--- config.mk ---
export PLATFORM = sky130hd
export DESIGN_NAME = bp_gshare
export DESIGN_NICKNAME = d
export VERILOG_FILES = /design/src/rtl/bp_gshare.sv
export SDC_FILE = /design/constraint.sdc
export NUM_CORES = 1
export LEC_CHECK = 0
export ABC_AREA = 0
export CAP_MARGIN = 30
export CORE_MARGIN = 3
export CORE_UTILIZATION = 62
export DETAILED_ROUTE_END_ITERATION = 16
export HOLD_SLACK_MARGIN = 0.03
export PLACE_DENSITY = 0.82
export SLEW_MARGIN = 20
export SYNTH_ARGS = -nofsm -noshare
export SYNTH_HDL_FRONTEND = slang
export SYNTH_SLANG_ARGS = --single-unit
export TNS_END_PERCENT = 10
--- constraint.sdc ---
create_clock -name clk_in -period 8.2 [get_ports clk_in]
set_input_delay 2.46 -clock clk_in [delete_from_list [all_inputs] [get_ports clk_in]]
set_output_delay 2.46 -clock clk_in [all_outputs]
set_load 0.01 [all_outputs]
--- src/rtl/bp_gshare.sv ---
// bp_gshare: one-cycle branch direction predictor built on a table of 2-bit saturating counters.
// Optional feature macro BP_GSHARE_HISTORY_EN: when defined, a speculative global history
// register is XORed into the table index (gshare). When undefined, the table is indexed by PC only (bimodal).
// Redirect and flush pulses are held through a stall and masked while rdy_in is low,
// so a redirect raised just before a stall still reaches fetch once the stall ends.
module bp_gshare #(
    parameter int unsigned ADDR_WIDTH  = 32,
    parameter int unsigned INDEX_WIDTH = 7,
    parameter int unsigned HIST_LEN    = 7,
    parameter logic [1:0]  CNT_INIT    = 2'b01
) (
    input  logic                  clk_in,
    input  logic                  rst_in,
    input  logic                  rdy_in,
    input  logic                  decoder_bp_en_in,
    input  logic [ADDR_WIDTH-1:0] decoder_bp_pc_in,
    input  logic [ADDR_WIDTH-1:0] decoder_bp_target_in,
    output logic                  bp_if_en_out,
    output logic [ADDR_WIDTH-1:0] bp_if_pc_out,
    output logic                  bp_instqueue_rst_out,
    output logic                  bp_dispatcher_taken_out,
    output logic [HIST_LEN-1:0]   bp_dispatcher_hist_out,
    input  logic                  rob_bp_en_in,
    input  logic                  rob_bp_taken_in,
    input  logic                  rob_bp_correct_in,
    input  logic [ADDR_WIDTH-1:0] rob_bp_pc_in,
    input  logic [HIST_LEN-1:0]   rob_bp_hist_in
);

    localparam int unsigned DEPTH = 1 << INDEX_WIDTH;

    logic [1:0]            cnt_q [DEPTH];
    logic [1:0]            cnt_d [DEPTH];
    logic                  taken_q, taken_d;
    logic                  if_en_q, if_en_d;
    logic                  iq_rst_q, iq_rst_d;
    logic [ADDR_WIDTH-1:0] if_pc_q, if_pc_d;

    logic                  mispredict_c;
    logic                  accept_c;
    logic                  pred_taken_c;
    logic [INDEX_WIDTH-1:0] lookup_idx_c;
    logic [INDEX_WIDTH-1:0] update_idx_c;
    logic                  unused_c;

`ifdef BP_GSHARE_HISTORY_EN
    logic [HIST_LEN-1:0]   ghr_q, ghr_d;
    logic [HIST_LEN-1:0]   hist_q, hist_d;
    logic [HIST_LEN:0]     shift_full_c;
    logic [HIST_LEN:0]     restore_full_c;
`endif

    // Table indices, lookup direction and request acceptance
    always_comb begin
        lookup_idx_c = decoder_bp_pc_in[INDEX_WIDTH+1:2];
        update_idx_c = rob_bp_pc_in[INDEX_WIDTH+1:2];
`ifdef BP_GSHARE_HISTORY_EN
        lookup_idx_c = lookup_idx_c ^ INDEX_WIDTH'(ghr_q);
        update_idx_c = update_idx_c ^ INDEX_WIDTH'(rob_bp_hist_in);
`endif
        pred_taken_c = cnt_q[lookup_idx_c][1];
        mispredict_c = rob_bp_en_in & ~rob_bp_correct_in;
        accept_c     = decoder_bp_en_in & ~mispredict_c;
    end

`ifdef BP_GSHARE_HISTORY_EN
    // Candidate history values: speculative shift-in, and restore from the resolved branch
    always_comb begin
        shift_full_c   = {ghr_q, pred_taken_c};
        restore_full_c = {rob_bp_hist_in, rob_bp_taken_in};
    end

    assign unused_c = ^{rob_bp_pc_in, shift_full_c[HIST_LEN], restore_full_c[HIST_LEN]};
`else
    assign unused_c = ^{rob_bp_pc_in, rob_bp_hist_in};
`endif

    // Next-state: prediction outputs, counter training and history maintenance
    always_comb begin
        cnt_d    = cnt_q;
        taken_d  = taken_q;
        if_en_d  = if_en_q;
        iq_rst_d = iq_rst_q;
        if_pc_d  = if_pc_q;
`ifdef BP_GSHARE_HISTORY_EN
        ghr_d    = ghr_q;
        hist_d   = hist_q;
`endif
        if (rdy_in) begin
            if_en_d  = accept_c;
            iq_rst_d = accept_c & pred_taken_c;
            if (accept_c) begin
                taken_d = pred_taken_c;
                if_pc_d = pred_taken_c ? decoder_bp_target_in
                                       : decoder_bp_pc_in + ADDR_WIDTH'(4);
`ifdef BP_GSHARE_HISTORY_EN
                hist_d  = ghr_q;
`endif
            end
            if (rob_bp_en_in) begin
                if (rob_bp_taken_in) begin
                    if (cnt_q[update_idx_c] != 2'b11) begin
                        cnt_d[update_idx_c] = cnt_q[update_idx_c] + 2'd1;
                    end
                end else begin
                    if (cnt_q[update_idx_c] != 2'b00) begin
                        cnt_d[update_idx_c] = cnt_q[update_idx_c] - 2'd1;
                    end
                end
            end
`ifdef BP_GSHARE_HISTORY_EN
            if (mispredict_c) begin
                ghr_d = restore_full_c[HIST_LEN-1:0];
            end else if (accept_c) begin
                ghr_d = shift_full_c[HIST_LEN-1:0];
            end
`endif
        end
    end

    // State registers with asynchronous active-low reset
    always_ff @(posedge clk_in or negedge rst_in) begin
        if (!rst_in) begin
            for (int unsigned i = 0; i < DEPTH; i++) begin
                cnt_q[INDEX_WIDTH'(i)] <= CNT_INIT;
            end
            taken_q  <= 1'b0;
            if_en_q  <= 1'b0;
            iq_rst_q <= 1'b0;
            if_pc_q  <= '0;
`ifdef BP_GSHARE_HISTORY_EN
            ghr_q    <= '0;
            hist_q   <= '0;
`endif
        end else begin
            for (int unsigned i = 0; i < DEPTH; i++) begin
                cnt_q[INDEX_WIDTH'(i)] <= cnt_d[INDEX_WIDTH'(i)];
            end
            taken_q  <= taken_d;
            if_en_q  <= if_en_d;
            iq_rst_q <= iq_rst_d;
            if_pc_q  <= if_pc_d;
`ifdef BP_GSHARE_HISTORY_EN
            ghr_q    <= ghr_d;
            hist_q   <= hist_d;
`endif
        end
    end

    assign bp_if_en_out            = if_en_q & rdy_in;
    assign bp_instqueue_rst_out    = iq_rst_q & rdy_in;
    assign bp_if_pc_out            = if_pc_q;
    assign bp_dispatcher_taken_out = taken_q;
`ifdef BP_GSHARE_HISTORY_EN
    assign bp_dispatcher_hist_out  = hist_q;
`else
    assign bp_dispatcher_hist_out  = '0;
`endif

endmodule

# Word level (Yosys, flattened, before mapping)
# Index checks and enable logic that the tools add are counted.
# W data, S select, Z words.
# totals
reg_bits	291
in_bits	110
output_inout_bits	42
elab_cells	168
# classes
n_addsub	3
n_lt_le_gt_ge	3
eq_ne	2
muxes	14
bitwise	9
n_reduce_logical	5
# op_table
op	n
$mux W256	3
$bwmux W256	2
$add A32 B3 Y32 const B	1
$mux W32	1
$bmux W2 S7	2
$ge A8 B8 Y1 const B	2
$not A7 Y8	2
$demux W2 S7	1
$mux W2	5
$lt A8 B1 Y1 const B	1
$and A1 B1 Y1	5
$reduce_and A4 Y1	1
$reduce_bool A2 Y1	2
$add A2 B1 Y2 const B	1
$ne A2 B1 Y1 const B	1
$ne A2 B2 Y1 const B	1
$not A1 Y1	2
$reduce_and A2 Y1	1
$sub A2 B1 Y2 const B	1
$logic_and A1 B1 Y1	1

# Longest topological paths before layout
# Gate-level depths: netlist (run 1).
# logic_depth
depth_word	8
depth_mapped	20
depth_no_buf	13

# Least setup slack after synthesis (run 1)
# No wires, ideal clock.
# synth_timing
path_type	input port to flip-flop
from	input port rob_bp_pc_in[4]
to	register cnt_q[169] (netlist name)
setup_ns	0.125
t_arrival_ns	5.947
t_required_ns	8.075
setup_slack_ns	2.128
cell_stages	18
path_buffers	6
cell_sequence	buf_2 and3b_1 buf_2 buf_2 buf_1 a22oi_1 nand4_1 mux4_2 mux2_2 mux2_2 ha_1 mux2i_1 and3_1 buf_2 nand2_1 clkbuf_1 nor2_1 mux2_2
# synth_between
elab_chain_len	8
word_cells_on_any_way	21
classes_between	add/sub: 2; order compare: 2; eq/ne: 2; mux: 10; bitwise: 1; reduce/logical: 4
# synth_rtl
item	line	text
from (decl)	26	input logic [ADDR_WIDTH-1:0] rob_bp_pc_in,
$not A7 Y8 (not written as such) (*)	n/a	
$bmux W2 S7, or another cell as far along	n/a	
$mux W2 (not written as such) or $logic_and A1 B1 Y1 (tied branches)	n/a	
$mux W2 (on tied branches)	n/a	
$sub A2 B1 Y2, or another cell as far along	107	cnt_d[update_idx_c] = cnt_q[update_idx_c] - 2'd1;
$bwmux W256 (on tied branches)	107, 103	
$mux W256 (on tied branches)	106, 102	
$mux W256	101	if (rob_bp_taken_in) begin
to (signal, indexed assignment)	137	cnt_q[INDEX_WIDTH'(i)] <= cnt_d[INDEX_WIDTH'(i)];
to (decl)	32	logic [1:0] cnt_q [DEPTH];
# Mark *: on every way between the ends. The rest lies on a longest branch, timed or not. The select of a mux whose other input is x is not followed.
# A chain may end at the register's enable or synchronous reset.

# Worst setup path in the final report (run 1)
# layout_timing
from	input port rob_bp_pc_in[3]
to	register cnt_q[55] (netlist name)
# The elaborated chain is that of the path after synthesis.

==> flow_metrics.env, run 1 <==
export IMPL_r2r_start="cnt_q[11]$_DFFE_PN0P_"
export IMPL_min_path_type="register to register"
export IMPL_htreeDepth=1
export IMPL_gp_congestion=0.910
export IMPL_multi_input_area_um2=7470
export IMPL_avgSynthCellArea_um2=12.0
export IMPL_layout_drive_gt1_share=0.385
export IMPL_worst_ep_arrival_time_ns=7.69
export IMPL_whs_path_depth=2
export IMPL_regArea_um2=7440
export IMPL_synth_main_ff_cell="dfrtp_1"
export IMPL_grt_pass1_wl_um=66100
export IMPL_rr_worst_depth=13
export IMPL_grt_max_degree=179
export IMPL_viasPerCell=6.67
export IMPL_r2r_slack_ns=3.95
export IMPL_rsz0062_at_grt="no"
export IMPL_die_x_um=164
export IMPL_crit_chain="clkdlybuf4s50_1 > and3b_1 > buf_4 > a22oi_1 > a41oi_1 > nor4_1 > nand2_1 > nor3_4 > inv_1 > ha_1 > mux2i_1 > and3_1 > nand2_1 > buf_4 > nor2_1 > mux2_2"
export IMPL_overflow=0
export IMPL_rows=57
export IMPL_clk_pin_slew_ns=0.07
export IMPL_pin_count=152
export IMPL_p_per_area_nw_per_um2=196
export IMPL_fin_crit_sh=0.884
export IMPL_synth_seq_cells=291
export IMPL_drcViolationCount=0
export IMPL_worst_pin_slew_ns=1.01
export IMPL_ys_warn_count=0
export IMPL_num_fill_cells=1668
export IMPL_track_usage=0.314
export IMPL_critPathBufInv=4
export IMPL_initial_core_util=0.634
export IMPL_cts_root_buf="clkbuf_16"
export IMPL_core_area_um2=24400
export IMPL_synth_top_area_frac=0.264
export IMPL_synth_area_um2=15500
export IMPL_synthArstFlopShare=1.00
export IMPL_antenna_found_initial=1
export IMPL_period_minus_slack_ns=7.25
export IMPL_tns_ns=0
export IMPL_clockPowerShare=0.417
export IMPL_layout_nets=1503
export IMPL_postCtsSetupBuffers=0
export IMPL_via_count=11600
export IMPL_port_buffers=112
export IMPL_die_height_um=164
export IMPL_crit_path_start_kind="input pin"
export IMPL_finalSetupViolations=0
export IMPL_ys_seq_area_frac=0.481
export IMPL_worst_path_stages=16
export IMPL_end_kind="register"
export IMPL_worstPathMaxFanout=14
export IMPL_antenna_cells=0
export IMPL_cts_buffers=30
export IMPL_ctsHoldBuffers=0
export IMPL_cts_resized=0
export IMPL_peakVddDrop_uv=190
export IMPL_finalClockSkew_ns=0.0166
export IMPL_combPwrFrac=0.129
export IMPL_routedWlPerCell_um=24.5
export IMPL_crit_type="input pin to register"
export IMPL_crit_slowest_cell="clkdlybuf4s50_1"
export IMPL_netlist_instances=1293
export IMPL_drt_pass1_iter_count=5
export IMPL_holdPathEnd="bp_dispatcher_taken_out$_DFFE_PN0P_"
export IMPL_synth_cell_type_count=55
export IMPL_switching_power_w=0.000874
export IMPL_p_int_w=0.00265
export IMPL_clock_sinks=291
export IMPL_hold_violations=0
export IMPL_antenna_left=0
export IMPL_dr_first_iter_drc_count=1154
export IMPL_synth_edf_count=0
export IMPL_yosys_area_top_type="dfrtp_1"
export IMPL_crit_family="simple AND/OR/NAND/NOR gates"
export IMPL_post_route_util=0.739
export IMPL_p_seq_frac=0.453
export IMPL_clk_latency_ns=0.55
export IMPL_p_sw_frac=0.248
export IMPL_clockBufferDepth=3
export IMPL_cap_violations=0
export IMPL_leakagePower_nw=7.62
export IMPL_cp_required_ns=8.64
export IMPL_slew_viol_final=0
export IMPL_drt_wl_total_um=42600
export IMPL_grt_pass1_vias=11900
export IMPL_layout_common_cells="264 x mux2_2, 163 x dfrtp_1, 145 x nor2_1"
export IMPL_r2r_end="cnt_q[55]$_DFFE_PN0P_"
export IMPL_cts_tree="built"
export IMPL_max_freq_ghz=0.138
export IMPL_layout_commonest_cell="mux2_2"
export IMPL_hp_start="bp_dispatcher_taken_out$_DFFE_PN0P_"
export IMPL_dieArea_um2=26900
export IMPL_synth_area_leaders="dfrtp_1 26%, dfstp_2 22%, mux2_2 19%"
export IMPL_place_hpwl_um=27800
export IMPL_maxSlewHeadroom=0.325
export IMPL_area_delta_synth_final_pct=16.7
export IMPL_status="completed"
export IMPL_slowest_delay_ns=0.62
==> per-stage QoR <==
stage	instances	power (W)	setup slack [ns]	hold slack (ns)	area, um2
after CTS	1737	0.00354	1.18	0.489	18000
final	1738	0.00353	0.949	0.480	18000
after detailed placement	1681	0.00207	0.682	0.475	16900
after global routing	1738	0.00365	0.926	0.500	18000
after global placement	1681	0.00206	0.715	0.461	16900
after floorplan	1299	0.00185	2.13	0.491	15500
==> power groups by stage <==
stage / clock network (W) / logic (W) / registers, W
after floorplan: 0 / 0.000233 / 0.00162
after global placement: 0 / 0.000441 / 0.00162
after detailed placement: 0 / 0.000450 / 0.00162
after CTS: 0.00149 / 0.000453 / 0.00160
after global routing: 0.00155 / 0.000487 / 0.00161
final: 0.00147 / 0.000456 / 0.00160
==> worst register-to-register path, delay by kind of cell, from the launching register on <==
family	cells	cell delay [ns]
fa+ha+maj	1	0.19
simple gates	4	1.11
mux	5	1.70
flops	1	0.41
compound gates	2	0.46
buf+inv	1	0.29
==> area by class of cell <==
class | count | share of cell area
Clock inverter | 20 | 0.0149
Clock buffer | 36 | 0.0452
Inverter | 13 | 0.00271
Sequential cell | 291 | 0.413
Multi-Input combinational cell | 892 | 0.414
Tap cell | 324 | 0.0225
Timing Repair Buffer | 162 | 0.0876
==> Yosys cell counts (2+ instances only) <==
cell type	n
a31oi_1	2
nor2b_1	11
and3b_1	4
a21oi_1	9
clkbuf_1	43
nand2b_1	2
a41oi_1	8
nand4_1	13
nor4_2	2
or2_2	2
xor2_1	10
buf_4	13
a22oi_1	93
and4_1	2
ha_1	3
nor3_2	2
buf_2	39
o21ai_0	7
buf_6	3
nand3b_1	2
and2_1	3
buf_12	3
inv_1	12
a221oi_1	16
nor4_1	2
mux4_1	4
buf_1	2
o22ai_1	6
o31ai_1	3
xnor2_1	17
dfrtp_1	163
o211ai_1	3
nor3_1	7
mux2i_1	40
mux4_2	35
dfstp_2	128
nor3b_2	3
o21ai_1	28
nand2_1	71
and3_1	15
nor2_1	145
a22o_1	11
mux2_2	264
nand3_1	31
==> kinds of logic (layout without fill, tap and decap cells) <==
family                     Yosys count  count (layout)  synth area share
muxes                              343             343             0.276
AOI/OAI and AO/OA                  194             194            0.0908
xor gates and xnor gates            27              27            0.0153
buffers and inverters              116             231            0.0391
and+or+nand+nor                    318             318            0.0946
DFF                                291             291             0.481
other                                1               7          0.000243
adders and majority gates            3               3           0.00243
==> worst max path at each step <==
stage | startpoint | endpoint | slack, ns
after floorplan | rob_bp_pc_in[4] | cnt_q[169]$_DFFE_PN0P_ | 2.13
after global placement | rob_bp_pc_in[3] | cnt_q[33]$_DFFE_PN0P_ | 0.72
after detailed placement | rob_bp_pc_in[4] | cnt_q[1]$_DFFE_PN0P_ | 0.68
after CTS | rob_bp_pc_in[3] | cnt_q[1]$_DFFE_PN0P_ | 1.18
after global routing | rob_bp_pc_in[3] | cnt_q[1]$_DFFE_PN0P_ | 0.93
final | rob_bp_pc_in[3] | cnt_q[55]$_DFFE_PN0P_ | 0.95
==> routing by layer <==
metal | share of wire | vias up | routed length [um] | track usage
li1 | - | 4962 | - | -
met1 | 0.39 | 5795 | 16600 | 0.416
met2 | 0.46 | 673 | 19700 | 0.507
met3 | 0.10 | 153 | 4320 | 0.0658
met4 | 0.044 | 2 | 1890 | 0.129
met5 | 0.00023 | - | 10 | 0
(Power assumes the default switching activity.)
==> run 2: changes to the inputs <==
--- a/config.mk
+++ b/config.mk
@@ -7,11 +7,12 @@
 export LEC_CHECK = 0
 export ABC_AREA = 0
 export CAP_MARGIN = 30
-export CORE_MARGIN = 3
+export CORE_MARGIN = 2
 export CORE_UTILIZATION = 62
 export DETAILED_ROUTE_END_ITERATION = 16
 export HOLD_SLACK_MARGIN = 0.03
 export PLACE_DENSITY = 0.82
+export SETUP_SLACK_MARGIN = 0.2
 export SLEW_MARGIN = 20
 export SYNTH_ARGS = -nofsm -noshare
 export SYNTH_HDL_FRONTEND = slang
==> run 2 against run 1 <==
Net effect:
- highest routed layer is now met4
- fmax decreased by 0.98%
- total power decreased by 4.3%
- clock-buffer cell count increased by 3
- clock skew increased by 0.0050 ns
- sequential cell count unchanged
- first-iteration DRC count decreased by 9.3%
- critical path depth unchanged
==> flow_metrics.env, run 2 (synthesis gave the netlist of run 1 again) <==
export IMPL_port_buffers=112
export IMPL_die_x_um=162
export IMPL_crit_path_start_kind="input pin"
export IMPL_pin_count=152
export IMPL_crit_slowest_cell="nor3b_4"
export IMPL_p_sw_frac=0.257
export IMPL_leakagePower_nw=7.55
export IMPL_grt_busiest_layer="met2"
export IMPL_cts_tree="built"
export IMPL_hold_violations=0
export IMPL_hold_worst_slack_ns=0.483
export IMPL_tns_ns=0
export IMPL_switching_power_w=0.000870
export IMPL_met2_usage=0.522
export IMPL_place_hpwl_um=27800
export IMPL_fin_crit_sh=0.893
export IMPL_layout_nets=1503
export IMPL_finalClockSkew_ns=0.0216
export IMPL_combPwrFrac=0.136
export IMPL_gr_usage_met1=0.431
export IMPL_drt_pass1_iter_count=5
export IMPL_grt_max_degree=199
export IMPL_end_kind="register"
export IMPL_layout_drive_gt1_share=0.382
export IMPL_grt_pass1_wl_um=66700
export IMPL_r2r_slack_ns=3.85
export IMPL_worst_pin_slew_ns=0.810
export IMPL_worstPathMaxFanout=22
export IMPL_crit_chain="clkdlybuf4s50_1 > buf_4 > nor3b_4 > buf_4 > a22oi_1 > and3_1 > mux4_2 > mux2i_1 > mux2i_1 > ha_1 > mux2i_1 > and3_1 > nand2_1 > buf_4 > nor2_1 > mux2_2"
export IMPL_layout_common_cells="264 x mux2_2, 163 x dfrtp_1, 145 x nor2_1"
export IMPL_antenna_cells=0
export IMPL_cts_root_buf="clkbuf_16"
export IMPL_cp_required_ns=8.63
export IMPL_clk_pin_slew_ns=0.06
export IMPL_rsz0062_at_grt="no"
export IMPL_via_count=11500
export IMPL_finalSetupViolations=0
export IMPL_clk_latency_ns=0.56
export IMPL_die_height_um=162
export IMPL_gp_congestion=0.880
export IMPL_worst_ep_arrival_time_ns=7.75
export IMPL_period_minus_slack_ns=7.32
export IMPL_use_met3=0.0712
export IMPL_p_seq_frac=0.473
export IMPL_rows=57
export IMPL_cap_violations=0
export IMPL_finalPower_w=0.00338
export IMPL_clockBufferDepth=3
export IMPL_layout_commonest_cell="mux2_2"
export IMPL_status="completed"
export IMPL_viasPerCell=6.64
export IMPL_peakVddDrop_uv=147
export IMPL_crit_type="input pin to register"
export IMPL_slew_viol_final=0
export IMPL_drt_wl_total_um=42500
export IMPL_htreeDepth=1
export IMPL_routedWlPerCell_um=24.5
export IMPL_overflow=0
export IMPL_postCtsSetupBuffers=0
export IMPL_clockPowerShare=0.391
export IMPL_antenna_found_initial=0
export IMPL_clock_sinks=291
export IMPL_area_delta_synth_final_pct=15.8
export IMPL_track_usage=0.325
export IMPL_dieArea_um2=26200
export IMPL_p_per_area_nw_per_um2=189
export IMPL_drcViolationCount=0
export IMPL_antenna_left=0
export IMPL_grt_pass1_vias=11900
export IMPL_min_path_type="register to register"
export IMPL_p_int_w=0.00251
export IMPL_maxSlewHeadroom=0.456
export IMPL_ctsHoldBuffers=0
export IMPL_cts_buffers=29
export IMPL_dr_first_iter_drc_count=1047
export IMPL_initial_core_util=0.634
export IMPL_cts_resized=0
export IMPL_core_area_um2=24400
export IMPL_slowest_delay_ns=0.61
export IMPL_max_freq_ghz=0.137
==> run 2: cell count changes in the layout (fill, tap and decap cells not counted) <==
cell,change
clkinv_4,+1
clkinvlp_4,+3
clkbuf_1,+3
clkinv_2,-5
clkbuf_16,-2
clkinv_8,-1
buf_12,-1
bufinv_16,-4
buf_16,+1
buf_4,+1
clkbuf_8,+2
==> run 2: worst max-delay path: cells and delay by family <==
family	cells	cell delay, ns
buffers and inverters	4	1.54
and+or+nand+nor	5	1.87
adders and majority gates	1	0.20
muxes	5	1.52
AOI/OAI and AO/OA	1	0.12
==> run 2: path summary, 6_finish.rpt <==
kind	endpoint	depth (start not counted)	start
min	bp_dispatcher_taken_out$_DFFE_PN0P_	2	bp_dispatcher_taken_out$_DFFE_PN0P_
max in group asynchronous	cnt_q[143]$_DFFE_PN0P_	3	rst_in
min reg2reg	bp_dispatcher_taken_out$_DFFE_PN0P_	2	bp_dispatcher_taken_out$_DFFE_PN0P_
max reg2reg	cnt_q[119]$_DFFE_PN0P_	13	cnt_q[135]$_DFFE_PN0P_
min in group asynchronous	bp_if_pc_out[27]$_DFFE_PN0P_	1	rst_in
max	cnt_q[119]$_DFFE_PN0P_	16	rob_bp_pc_in[3]
==> run 2: power groups by stage <==
| stage | Sequential (W) | Combinational, W | Clock [W] |
|---|---|---|---|
| 2_1_floorplan | 0.00162 | 0.000233 | 0 |
| 3_3_place_gp | 0.00162 | 0.000440 | 0 |
| 3_5_place_dp | 0.00162 | 0.000451 | 0 |
| 4_1_cts | 0.00160 | 0.000453 | 0.00134 |
| 5_1_grt | 0.00161 | 0.000490 | 0.00140 |
| 6_report | 0.00160 | 0.000459 | 0.00132 |
==> run 2: area by class of cell <==
type | instances | area (um2)
inverter | 13 | 48.8
clock inverter | 14 | 139
fill | 1597 | 6490
sequential | 291 | 7440
timing repair buffer | 163 | 1590
clock buffer | 39 | 803
tap | 324 | 405
multi-input combinational | 892 | 7470
==> run 2: per-stage QoR <==
| step | util | setup slack (ns) | area (um2) | instances |
|---|---|---|---|---|
| after floorplan | - | 2.13 | 15500 | 1299 |
| after global placement | 0.693 | 0.651 | 16900 | 1680 |
| after detailed placement | 0.694 | 0.558 | 16900 | 1682 |
| after CTS | 0.733 | 1.04 | 17900 | 1735 |
| after global routing | 0.734 | 0.820 | 17900 | 1736 |
| final | 0.734 | 0.878 | 17900 | 1736 |
==> run 2: per-layer routing <==
layer / part of all wire / vias up
met5: 0 / -
met2: 0.47 / 681
met4: 0.044 / 0
met1: 0.39 / 5740
li1: - / 4937
met3: 0.10 / 162
